### src/rtl/muldiv_unit.sv
// muldiv_unit: iterative MULT/MULTU/DIV/DIVU engine writing {HI,LO}; define MULDIV_FAST_MULT_EN for single-cycle multiplies.
module muldiv_unit #(
  parameter int WIDTH = 32
) (
  input  logic                 clk,
  input  logic                 rst,
  input  logic                 start,
  input  logic [1:0]           op,
  input  logic [WIDTH-1:0]     a,
  input  logic [WIDTH-1:0]     b,
  input  logic                 flush,
  output logic                 stall,
  output logic                 busy,
  output logic                 hilo_we,
  output logic [2*WIDTH-1:0]   result
);
  localparam int CW = $clog2(WIDTH);
  typedef enum logic [1:0] {IDLE, CALC, DONE} state_t;
  state_t state, state_nx;
  logic [CW-1:0] cnt;
  logic is_div, neg_hi, neg_lo, accept, last, fast, sa, sb;
  logic [WIDTH-1:0] md, mag_a, mag_b;
  logic [WIDTH:0] mul_sum, rem_sh, diff;
  logic [2*WIDTH-1:0] acc, acc_nx, fin, prod;
  assign sa = ~op[0] & a[WIDTH-1];
  assign sb = ~op[0] & b[WIDTH-1];
  assign mag_a = sa ? -a : a;
  assign mag_b = sb ? -b : b;
`ifdef MULDIV_FAST_MULT_EN
  assign fast = ~op[1];
  assign prod = {{WIDTH{sa}}, a} * {{WIDTH{sb}}, b};
`else
  assign fast = 1'b0;
  assign prod = '0;
`endif
  assign accept = (state == IDLE) & start & ~flush;
  assign last = (state == CALC) & (cnt == CW'(WIDTH - 1));
  assign busy = (state == CALC);
  always_ff @(posedge clk or posedge rst)
    if (rst) state <= IDLE;
    else state <= state_nx;
  always_comb
    state_nx = flush ? IDLE :
               state == IDLE ? (accept ? (fast ? DONE : CALC) : IDLE) :
               state == CALC ? (last ? DONE : CALC) : IDLE;
  always_comb
    stall = (state == CALC) | accept;
  // acc holds {partial product, multiplier} or {remainder, dividend/quotient}
  always_comb begin
    mul_sum = {1'b0, acc[2*WIDTH-1:WIDTH]} + {1'b0, acc[0] ? md : '0};
    rem_sh = {acc[2*WIDTH-1:WIDTH], acc[WIDTH-1]};
    diff = rem_sh - {1'b0, md};
    acc_nx = is_div ? {diff[WIDTH] ? rem_sh[WIDTH-1:0] : diff[WIDTH-1:0], acc[WIDTH-2:0], ~diff[WIDTH]}
                    : {mul_sum, acc[WIDTH-1:1]};
    fin = is_div ? {neg_hi ? -acc_nx[2*WIDTH-1:WIDTH] : acc_nx[2*WIDTH-1:WIDTH],
                    neg_lo ? -acc_nx[WIDTH-1:0] : acc_nx[WIDTH-1:0]}
                 : (neg_lo ? -acc_nx : acc_nx);
  end
  always_ff @(posedge clk or posedge rst)
    if (rst) begin
      cnt <= '0;
      is_div <= 1'b0;
      neg_hi <= 1'b0;
      neg_lo <= 1'b0;
      md <= '0;
      acc <= '0;
      result <= '0;
      hilo_we <= 1'b0;
    end else begin
      hilo_we <= 1'b0;
      if (accept) begin
        cnt <= '0;
        is_div <= op[1];
        md <= mag_b;
        acc <= {{WIDTH{1'b0}}, mag_a};
        neg_hi <= sa;
        // divide-by-zero keeps the raw all-ones quotient unsigned
        neg_lo <= (sa ^ sb) & (~op[1] | (|b));
        if (fast) begin
          result <= prod;
          hilo_we <= 1'b1;
        end
      end else if (busy & ~flush) begin
        cnt <= cnt + 1'b1;
        acc <= acc_nx;
        if (last) begin
          result <= fin;
          hilo_we <= 1'b1;
        end
      end
    end
endmodule

### config.mk
export PLATFORM = sky130hd
export DESIGN_NAME = muldiv_unit
export DESIGN_NICKNAME = d
export VERILOG_FILES = /design/src/rtl/muldiv_unit.sv
export SDC_FILE = /design/constraint.sdc
export NUM_CORES = 1
export LEC_CHECK = 0
export CAP_MARGIN = 30
export CORE_MARGIN = 2
export CORE_UTILIZATION = 35
export CTS_CLUSTER_SIZE = 30
export DETAILED_ROUTE_END_ITERATION = 10
export MAX_ROUTING_LAYER = met4
export SLEW_MARGIN = 10
export SYNTH_ARGS = -nofsm -noshare
export SYNTH_HDL_FRONTEND = slang
export SYNTH_SLANG_ARGS = --single-unit
export TNS_END_PERCENT = 50
### constraint.sdc
create_clock -name clk -period 5.96 [get_ports clk]
set_input_delay 0.894 -clock clk [delete_from_list [all_inputs] [get_ports clk]]
set_output_delay 0.894 -clock clk [all_outputs]
set_load 0.01 [all_outputs]
==> impl_metrics.json <==
{
  "wl_met2_um": 21900,
  "drv_cap": 0,
  "synth_edf_count": 0,
  "max_freq_mhz": 183,
  "synthCells": 1814,
  "wl_met1_um": 24900,
  "synth_seq_area_share_pct": 29.7,
  "drt-wirelength-per-cell_um": 20.5,
  "cts_buffers": 17,
  "cts_hold_buf": 0,
  "fin_tns_setup_ns": 0,
  "cts.sinks": 171,
  "drt-initial-drc-count": 1243,
  "synth.top_cell.area_share_pct": 29.7,
  "report.final.slew_viol_count": 0,
  "synth-async-reset-ratio_pct": 100,
  "synth_seq_cells": 171,
  "yosysTopAreaCell": "dfrtp_1",
  "worst_slew_pin_slew_ns": 0.968,
  "cts.repair.resized": 0,
  "fin_crit_ns": 5.48,
  "setup_violations": 0,
  "leakagePower_nw": 7.22,
  "crit_chain": "inv_1 > ha_1 > fa_1 > nand2b_1 > a211oi_2 > o21ai_1 > a21o_1 > a211oi_4 > buf_4 > mux2i_1 > a21oi_1 > ha_1 > nand3_1 > or3_1 > nor4_2 > a31oi_1 > and3_1 > or3_1",
  "synth_flop_cell": "dfrtp_1",
  "grt_start_max_net_pins": 96,
  "intPower_mw": 3.96,
  "worstSetupPathType": "flop to flop",
  "grt_usage_pct": 24.6,
  "status": "finished clean",
  "ant_nets": 0,
  "cts_root_buffer": "clkbuf_16",
  "synth_area_sq_um": 14400,
  "drt-pass1-iter-count": 6,
  "dp.cells": 2430,
  "rsz0062_at_grt": "no",
  "cp.arrival_ns": 5.82,
  "clock_latency_ns": 0.47,
  "finalNetCount": 2063,
  "worst_setup_path_start_kind": "flop",
  "yosys_warnings": 0,
  "cp_slowest_cell": "or3_1",
  "die_w_um": 207,
  "clockPowerShare_pct": 14.4,
  "comb_power_share_pct": 65.0,
  "relSlewSlack_pct": 35.3,
  "routed_wl_um": 50700,
  "fp.dieH_um": 207,
  "hpwlAfterDp_um": 39000,
  "cts.clk_slew.worst_paths_ns": 0.08,
  "rows": 74,
  "fin_crit_sh_pct": 91.9,
  "switchingPower_mw": 4.24,
  "hold_path.class": "flop to flop",
  "die-area_sq_um": 42700,
  "peakVddDrop_uv": 209,
  "antenna_found_initial": 1,
  "final_cells": 2467,
  "hold_viol": 0,
  "synth_area_per_cell_sq_um": 7.93,
  "grt_pass1_vias": 13466,
  "switching_share_pct": 51.7,
  "crit_fanout": 30,
  "drive_gt1_share_pct": 6.31,
  "core_sq_um": 40700,
  "grt_overflow": 0,
  "grt_pass1_wl_um": 78500,
  "ctsHtreeMaxLevel": 4,
  "drc": 0,
  "start_util_pct": 35.3,
  "ios": 137,
  "finClkSkew_ns": 0.0174,
  "io_buffer_count": 136,
  "cts_buffer_depth": 2,
  "tritoncts": "built",
  "gp_congestion": 0.938,
  "post_synth_num_cell_types": 80,
  "top_layer": "met4",
  "p_per_area_nw_per_um2": 479,
  "max_stage_delay_ns": 0.49,
  "final.fill_count": 4196,
  "cp_data_required_time_ns": 6.30,
  "synthTopCellsByArea": "dfrtp_1 30%, nand2_1 6.8%, o21ai_0 6.5%",
  "cts_setup_buffers": 0,
  "area_growth_pct": 19.1,
  "vias": 14272,
  "synth_nets": 1956,
  "via_per_inst": 5.79,
  "met3_wirelength_um": 3010,
  "seq_power_share_pct": 20.6,
  "cp-end-kind": "flop"
}
## per-layer routing
layer	global-route usage, %	up-vias
met4	6.69	0
met3	3.67	61
li1	-	6818
met2	35.4	471
met1	35.7	6922
met5	-	-
## worst paths after layout
path	start	to	slack, ns	depth (start not counted)
max	acc[31]$_DFFE_PP0P_	result[56]$_DFFE_PP0P_	0.48	18
min	result[37]$_DFFE_PP0P_	result[37]$_DFFE_PP0P_	0.48	2
max reg2reg	acc[31]$_DFFE_PP0P_	result[56]$_DFFE_PP0P_	0.48	18
min reg2reg	result[37]$_DFFE_PP0P_	result[37]$_DFFE_PP0P_	0.48	2
max in group asynchronous	rst	is_div$_DFFE_PP0P_	4.29	3
min in group asynchronous	rst	result[18]$_DFFE_PP0P_	0.81	2
## placed cells by master (no fill, tap or decap), drive strengths merged, types with 19 or more instances in the layout
master / instances
or3: 21
nand2: 259
o21ai: 192
nand2b: 22
xor2: 52
inv: 77
buf: 47
a31oi: 27
ha: 70
o221ai: 32
clkbuf: 19
and2: 42
mux2i: 39
nor3: 51
nand3: 31
dfrtp: 171
nor2: 101
nor4: 21
a21oi: 122
o31ai: 22
a21o: 26
clkdlybuf4s50: 136
xnor2: 94
a22o: 22
## flip-flops by register name (all words and copies together) (netlist names)
name,cells
md,32
acc,64
state,2
hilo_we,1
is_div,1
cnt,5
neg_lo,1
neg_hi,1
result,64
## kinds of logic (layout without fill, tap and decap cells)
| kind of cell | count (synthesis) | count (layout) | synth area share (%) |
|---|---|---|---|
| buffers and inverters | 166 | 286 | 4.46 |
| AOI/OAI and AO/OA | 578 | 578 | 26.0 |
| and+or+nand+nor | 639 | 639 | 21.6 |
| DFF | 171 | 171 | 29.7 |
| adders and majority gates | 72 | 72 | 6.37 |
| muxes | 42 | 42 | 2.95 |
| other | 0 | 1 | 0 |
| xor gates and xnor gates | 146 | 146 | 8.89 |
## power groups by stage
stage | Combinational [mW] | Sequential, mW | Clock (mW)
floorplan | 3.62 | 1.58 | 0
global placement | 5.18 | 1.68 | 0
detailed placement | 5.17 | 1.70 | 0
CTS | 5.20 | 1.68 | 1.20
global route | 5.82 | 1.73 | 1.24
finish | 5.34 | 1.69 | 1.18
## layout make-up
type,instances,area (sq um),area share [%]
Antenna cell,1,2.50,0.0146
Clock buffer,19,443,2.59
Clock inverter,13,155,0.906
Inverter,71,272,1.59
Multi-Input combinational cell,1477,9530,55.6
Sequential cell,171,4280,25.0
Tap cell,532,666,3.89
Timing Repair Buffer,183,1780,10.4
## critical path, delay by kind of cell, from the launching register on
family | cells | cell delay [ns]
buffers and inverters | 2 | 0.50
AND/OR/NAND/NOR | 6 | 1.87
multiplexers | 1 | 0.22
flip-flops | 1 | 0.37
adder cells (fa/ha/maj) | 3 | 0.85
AO/OA/AOI/OAI | 6 | 1.51
## synthesized netlist by cell type (7+ instances only)
master and instances:
a21oi_1 122, nand4_1 15, xor2_1 52, a21o_1 26
a22o_1 22, nor2_1 101, or3_1 20, o221ai_1 32
a31oi_1 27, nand3_1 31, nor2b_1 10, o21ai_0 187
o211ai_1 13, and2_1 42, o2111ai_1 7, or2_2 12
or4_1 8, o21a_1 15, a211oi_1 11, clkbuf_1 76
a41oi_1 9, inv_1 71, xnor2_1 94, a211o_1 7
buf_2 9, nand2_1 259, nand2b_1 22, buf_1 8
o31ai_1 22, dfrtp_1 171, mux2i_1 39, a21boi_0 9
nor3_1 50, and3_1 16, ha_1 70, nor4_1 20
o22ai_1 8
## per-stage QoR
stage	utilization, %	hold WS (ns)	instance area, sq um	total power [mW]	setup slack (ns)
final	42.0	0.480	17100	8.20	0.482
after floorplan	-	0.464	14400	5.20	0.434
after global placement	40.3	0.465	16400	6.86	0.498
after global routing	42.0	0.507	17100	8.79	0.0745
after detailed placement	40.3	0.470	16400	6.87	0.316
after CTS	41.8	0.487	17000	8.08	0.287
No activity file was read; power rests on OpenSTA's default activity.
==> patch 1, RTL diff (same flow settings) <==
The 3 states of `state_t` get a one-hot encoding in 3 bits.
--- a/src/rtl/muldiv_unit.sv
+++ b/src/rtl/muldiv_unit.sv
@@ -16,5 +16,5 @@
 );
   localparam int CW = $clog2(WIDTH);
-  typedef enum logic [1:0] {IDLE, CALC, DONE} state_t;
+  typedef enum logic [2:0] {IDLE = 3'b001, CALC = 3'b010, DONE = 3'b100} state_t;
   state_t state, state_nx;
   logic [CW-1:0] cnt;
Check against the original RTL: same outputs for any inputs over 10 cycles, from zero or initial values and one cycle with rst high; not proved beyond that.
==> patch 1 against the original RTL <==
Sequential cell count up 1. Clock skew is 0.0021 ns lower. Design area grew 1.8%. Highest routed layer unchanged. Wire length is 6.3% higher. Via count grew 1.3%. Largest cell class unchanged. Maximum frequency decreased by 3.0%. Area after synthesis rose by 1.0%. Worst setup slack got worse by 0.17 ns.
Power is not compared: it rests on default switching activity, and its combinational part moved more than twofold at a synthesized area within 25%.
==> patch 1: results (changes against the original RTL) <==
| Metric | Value |
|---|---|
| Status | `finished, final reports clean` |
| Nets | `2,133 (+3.4%)` |
| Longest Clk Path Bufs | `2 (unchanged)` |
| Synth cell types | `84 (+5.0%)` |
| Maximum vdd ir drop | `191 uV` |
| Pre-CTS setup slack | `0.358 ns (+0.0429 ns)` |
| Placer Congestion | `0.974 (+3.8%)` |
| Root Buffer | `clkbuf_16` |
| Slowest-stage cell, CP | `or4_1` |
| Register area share after synthesis | `29.6% (-0.12 points)` |
| Post-Synthesis Cells | `1,850 (+2.0%)` |
| Placed insts | `2,503 (+3.0%)` |
| Setup ws final | `0.310 ns (-0.172 ns)` |
| Clock Skews | `0.0153 ns (-0.00206 ns)` |
| Iteration-0 DRC Markers | `1,404 (+13%)` |
| Met3 GRT Util | `3.71% (+0.033 points)` |
| First-pass GRT wire length | `83.4 mm (+6.1%)` |
| Worst Path Arrival | `6.00 ns (+0.18 ns)` |
| Largest net degree at the start of global routing | `94 (-2.1%)` |
| Htree depth | `4 (unchanged)` |
| Initial antenna violation count | `0 (-1)` |
| Syn nets | `1,992 (+1.8%)` |
| DP Wirelength | `42.9 mm (+9.9%)` |
| M2 GR Usage | `37.9% (+2.5 points)` |
| Via-per-instance ratio | `5.70 (-1.5%)` |
| Routed WL | `53.9 mm (+6.3%)` |
| Iteration count of the initial detailed-routing pass | `5 (-1)` |
| Crit-path max cell delay | `0.58 ns (+0.09 ns)` |
| Worst Setup EP | `result[60]` |
| Most frequent cells after synthesis | `nand2_1, o21ai_0, dfrtp_1` |
| Share of cells above drive strength 1 | `7.78% (+1.5 points)` |
| CP top delay family | `simple AND/OR/NAND/NOR gates` |
| Met1 Use GR | `35.8% (+0.14 points)` |
| Gr usage total | `25.5% (+0.95 points)` |
| Synth area leaders | `dfrtp_1, o21ai_0, nand2_1` |
| Number of post-CTS setup repair buffers | `0 (unchanged)` |
| Clock slew at reported path FFs | `0.08 ns (about the same)` |
| Worst-margin pin slew | `0.926 ns (-0.0414 ns)` |
| Worst reg2reg path depth | `22 (+4)` |
| Crit Path Max Fanout | `6 (-80%)` |
| # diodes | `0 (-1)` |
| Vias in the first global route | `13,700 (+2.1%)` |
| Wire per inst | `21.2 um (+3.4%)` |
[patch 1: logic make-up after synthesis]
group	count (synthesis)	synth area share [%]
fa+ha+maj	72	6.30
mux	40	2.79
xor+xnor	166	10.0
simple gates	636	20.9
compound gates	605	26.1
flops	172	29.6
buf+inv	159	4.28
[patch 1: worst min path at each step]
| stage | slack (ns) | endpoint | from |
|---|---|---|---|
| finish | 0.48 | result[51] | result[51] |
| global route | 0.51 | result[5] | result[5] |
| CTS | 0.49 | result[3] | result[3] |
| detailed placement | 0.47 | result[3] | result[3] |
| global placement | 0.46 | result[51] | result[51] |
| floorplan | 0.46 | md[10] | md[10] |
[patch 1: layout make-up]
type | count | area, um^2
repair buffers | 214 | 1990
clock buffers | 18 | 429
fillers | 4210 | 23500
multi-input cells | 1519 | 9630
clock inverters | 14 | 153
inverters | 67 | 256
flip-flops and latches | 172 | 4310
well taps | 532 | 666
[patch 1: report_power, final]
part | switching (W) | internal [W] | leakage (nW)
sequential | 0.000151 | 0.00129 | 2.29
clock | 0.000588 | 0.000561 | 0.283
combinational | 0.00161 | 0.000970 | 4.84
total | 0.00235 | 0.00282 | 7.41
[patch 1: per-layer routing]
| layer | vias up | part of all wire [%] |
|---|---|---|
| li1 | 6949 | - |
| met1 | 6936 | 47 |
| met2 | 499 | 45 |
| met3 | 73 | 6.1 |
| met4 | 0 | 2.8 |
| met5 | - | 0 |
[patch 1: per-stage QoR]
step           area, um^2  hold slack, ns
6_report            17400           0.482
5_1_grt             17400           0.510
4_1_cts             17400           0.487
3_5_place_dp        16800           0.471
3_3_place_gp        16800           0.464
2_1_floorplan       14500           0.464
==> patch 2, RTL diff (config.mk and constraints unchanged) <==
Without the edit above. Set the parameter `WIDTH` to 16 (it was 32).
--- a/src/rtl/muldiv_unit.sv
+++ b/src/rtl/muldiv_unit.sv
@@ -1,5 +1,5 @@
 // muldiv_unit: iterative MULT/MULTU/DIV/DIVU engine writing {HI,LO}; define MULDIV_FAST_MULT_EN for single-cycle multiplies.
 module muldiv_unit #(
-  parameter int WIDTH = 32
+  parameter int WIDTH = 16
 ) (
   input  logic                 clk,
Interface: changed (resized a, b and result); port bits go from 137 to 73. No check against the original RTL was run, so the function may have changed too.
==> patch 2 against the original RTL <==
Via count is 52% lower. Total power is 52% lower. First-iteration DRC count is 47% lower. Maximum frequency is 20% higher. Worst setup slack better by 0.92 ns. Count of clock-buffer cells in the layout is 8 lower. Largest power group unchanged. Sequential cell count is 81 lower. Design area is 49% lower. Wire length is 57% lower. Clock power is 42% lower. Highest routed layer unchanged. Area after synthesis is 48% lower. Die area is 48% lower. Final cell count is 50% lower. Synthesized cell count is 50% lower.
==> patch 2: results (changes against the original RTL) <==
| Metric | Value |
|---|---|
| Largest regs | `acc: 32 flops, result: 32 flops, md: 16 flops` |
| Placed Area | `0.00841 mm^2 (-49%)` |
| Register area share after synthesis | `30.3% (+0.57 points)` |
| Status | `finished, final reports clean` |
| DP Wirelength | `17.1 mm (-56%)` |
| Clock Skews | `0.00703 ns (-0.0103 ns)` |
| Slew headroom | `47.3% (+12 points)` |
| Placer Congestion | `1.01 (+7.6%)` |
| Initial antenna violation count | `0 (-1)` |
| Htree depth | `3 (-1)` |
| Syn nets | `991 (-49%)` |
| Crit-path max cell delay | `0.66 ns (+0.17 ns)` |
| Maximum vdd ir drop | `190 uV (-9.1%)` |
| Nets | `1,042 (-49%)` |
| Iteration count of the initial detailed-routing pass | `5 (-1)` |
| Placed insts | `1,229 (-49%)` |
| Crit Reg-Reg Startpoint | `acc[22]` |
| Synth area leaders | `dfrtp_1, o21ai_0, nand2_1` |
| # diodes | `0 (-1)` |
| Slowest-stage cell, CP | `nor3b_1` |
| CP top delay family | `compound AO/OA/AOI/OAI gates` |
| Gr usage total | `20.7% (-3.9 points)` |
| Fillcell total | `2,165 (-48%)` |
| Post-Synthesis Cells | `914 (-50%)` |
| Routed via count | `6,848 (-52%)` |
| Most frequent cells after synthesis | `nand2_1, o21ai_0, dfrtp_1` |
| Iteration-0 DRC Markers | `656 (-47%)` |
| Share of cells above drive strength 1 | `6.60% (+0.29 points)` |
## patch 2: cell count changes in the layout (fill, tap and decap cells not counted), sizes merged, moves of 41 or more
cell | unedited run | this run
nand2 | 259 | 126
o21ai | 192 | 106
dfrtp | 171 | 90
clkdlybuf4s50 | 136 | 72
a21oi | 122 | 61
xnor2 | 94 | 43
nor2 | 101 | 60
## patch 2: report_power, final
| group | switching [W] | internal [W] |
|---|---|---|
| logic | 0.00148 | 0.000895 |
| registers | 0.000169 | 0.000724 |
| clock network | 0.000250 | 0.000431 |
## patch 2: worst min-delay path, stage by stage, from the launching register on
cell and delay, ns:
dfrtp_1 0.34, nand2_1 0.04, o21ai_0 0.06
## patch 2: cell type report
cell class              instances  area (um^2)  share of cell area [%]
inverters                      39          148                    1.69
repair buffers                 80          793                    9.06
clock inverters                 5          100                    1.14
flip-flops and latches         90         2250                    25.7
clock buffers                  11          253                    2.89
well taps                     275          344                    3.93
multi-input cells             745         4870                    55.6
## patch 2: cell families (layout without fill, tap and decap cells)
logic type / count (synthesis) / in the layout / share of synthesized area, %
compound gates: 296 / 296 / 26.3
xor+xnor: 70 / 70 / 8.25
fa+ha+maj: 39 / 39 / 6.77
buf+inv: 79 / 135 / 4.23
flops: 90 / 90 / 30.3
mux: 22 / 22 / 3.01
simple gates: 318 / 318 / 21.1
## patch 2: per-stage QoR
step	utilization [%]	hold WS, ns
after CTS	41.8	0.485
after floorplan	-	0.463
final	41.8	0.475
after detailed placement	40.1	0.471
after global routing	41.8	0.506
after global placement	40.0	0.461
## patch 2: routing by layer
layer,up-vias,routed length (um),track usage [%]
li1,3412,-,-
met1,3215,10800,30.2
met2,198,9590,29.6
met3,23,1310,3.75
met4,0,374,4.95
met5,-,0,-
## patch 2: final timing paths
| kind | depth (start not counted) | to | slack (ns) |
|---|---|---|---|
| hold / removal | 2 | result[22] | 0.48 |
| hold reg to reg | 2 | result[22] | 0.48 |
| setup / recovery | 13 | result[24] | 1.40 |
| setup reg to reg | 13 | result[24] | 1.40 |
| max in group asynchronous | 3 | is_div | 4.16 |
| min in group asynchronous | 2 | result[19] | 0.89 |
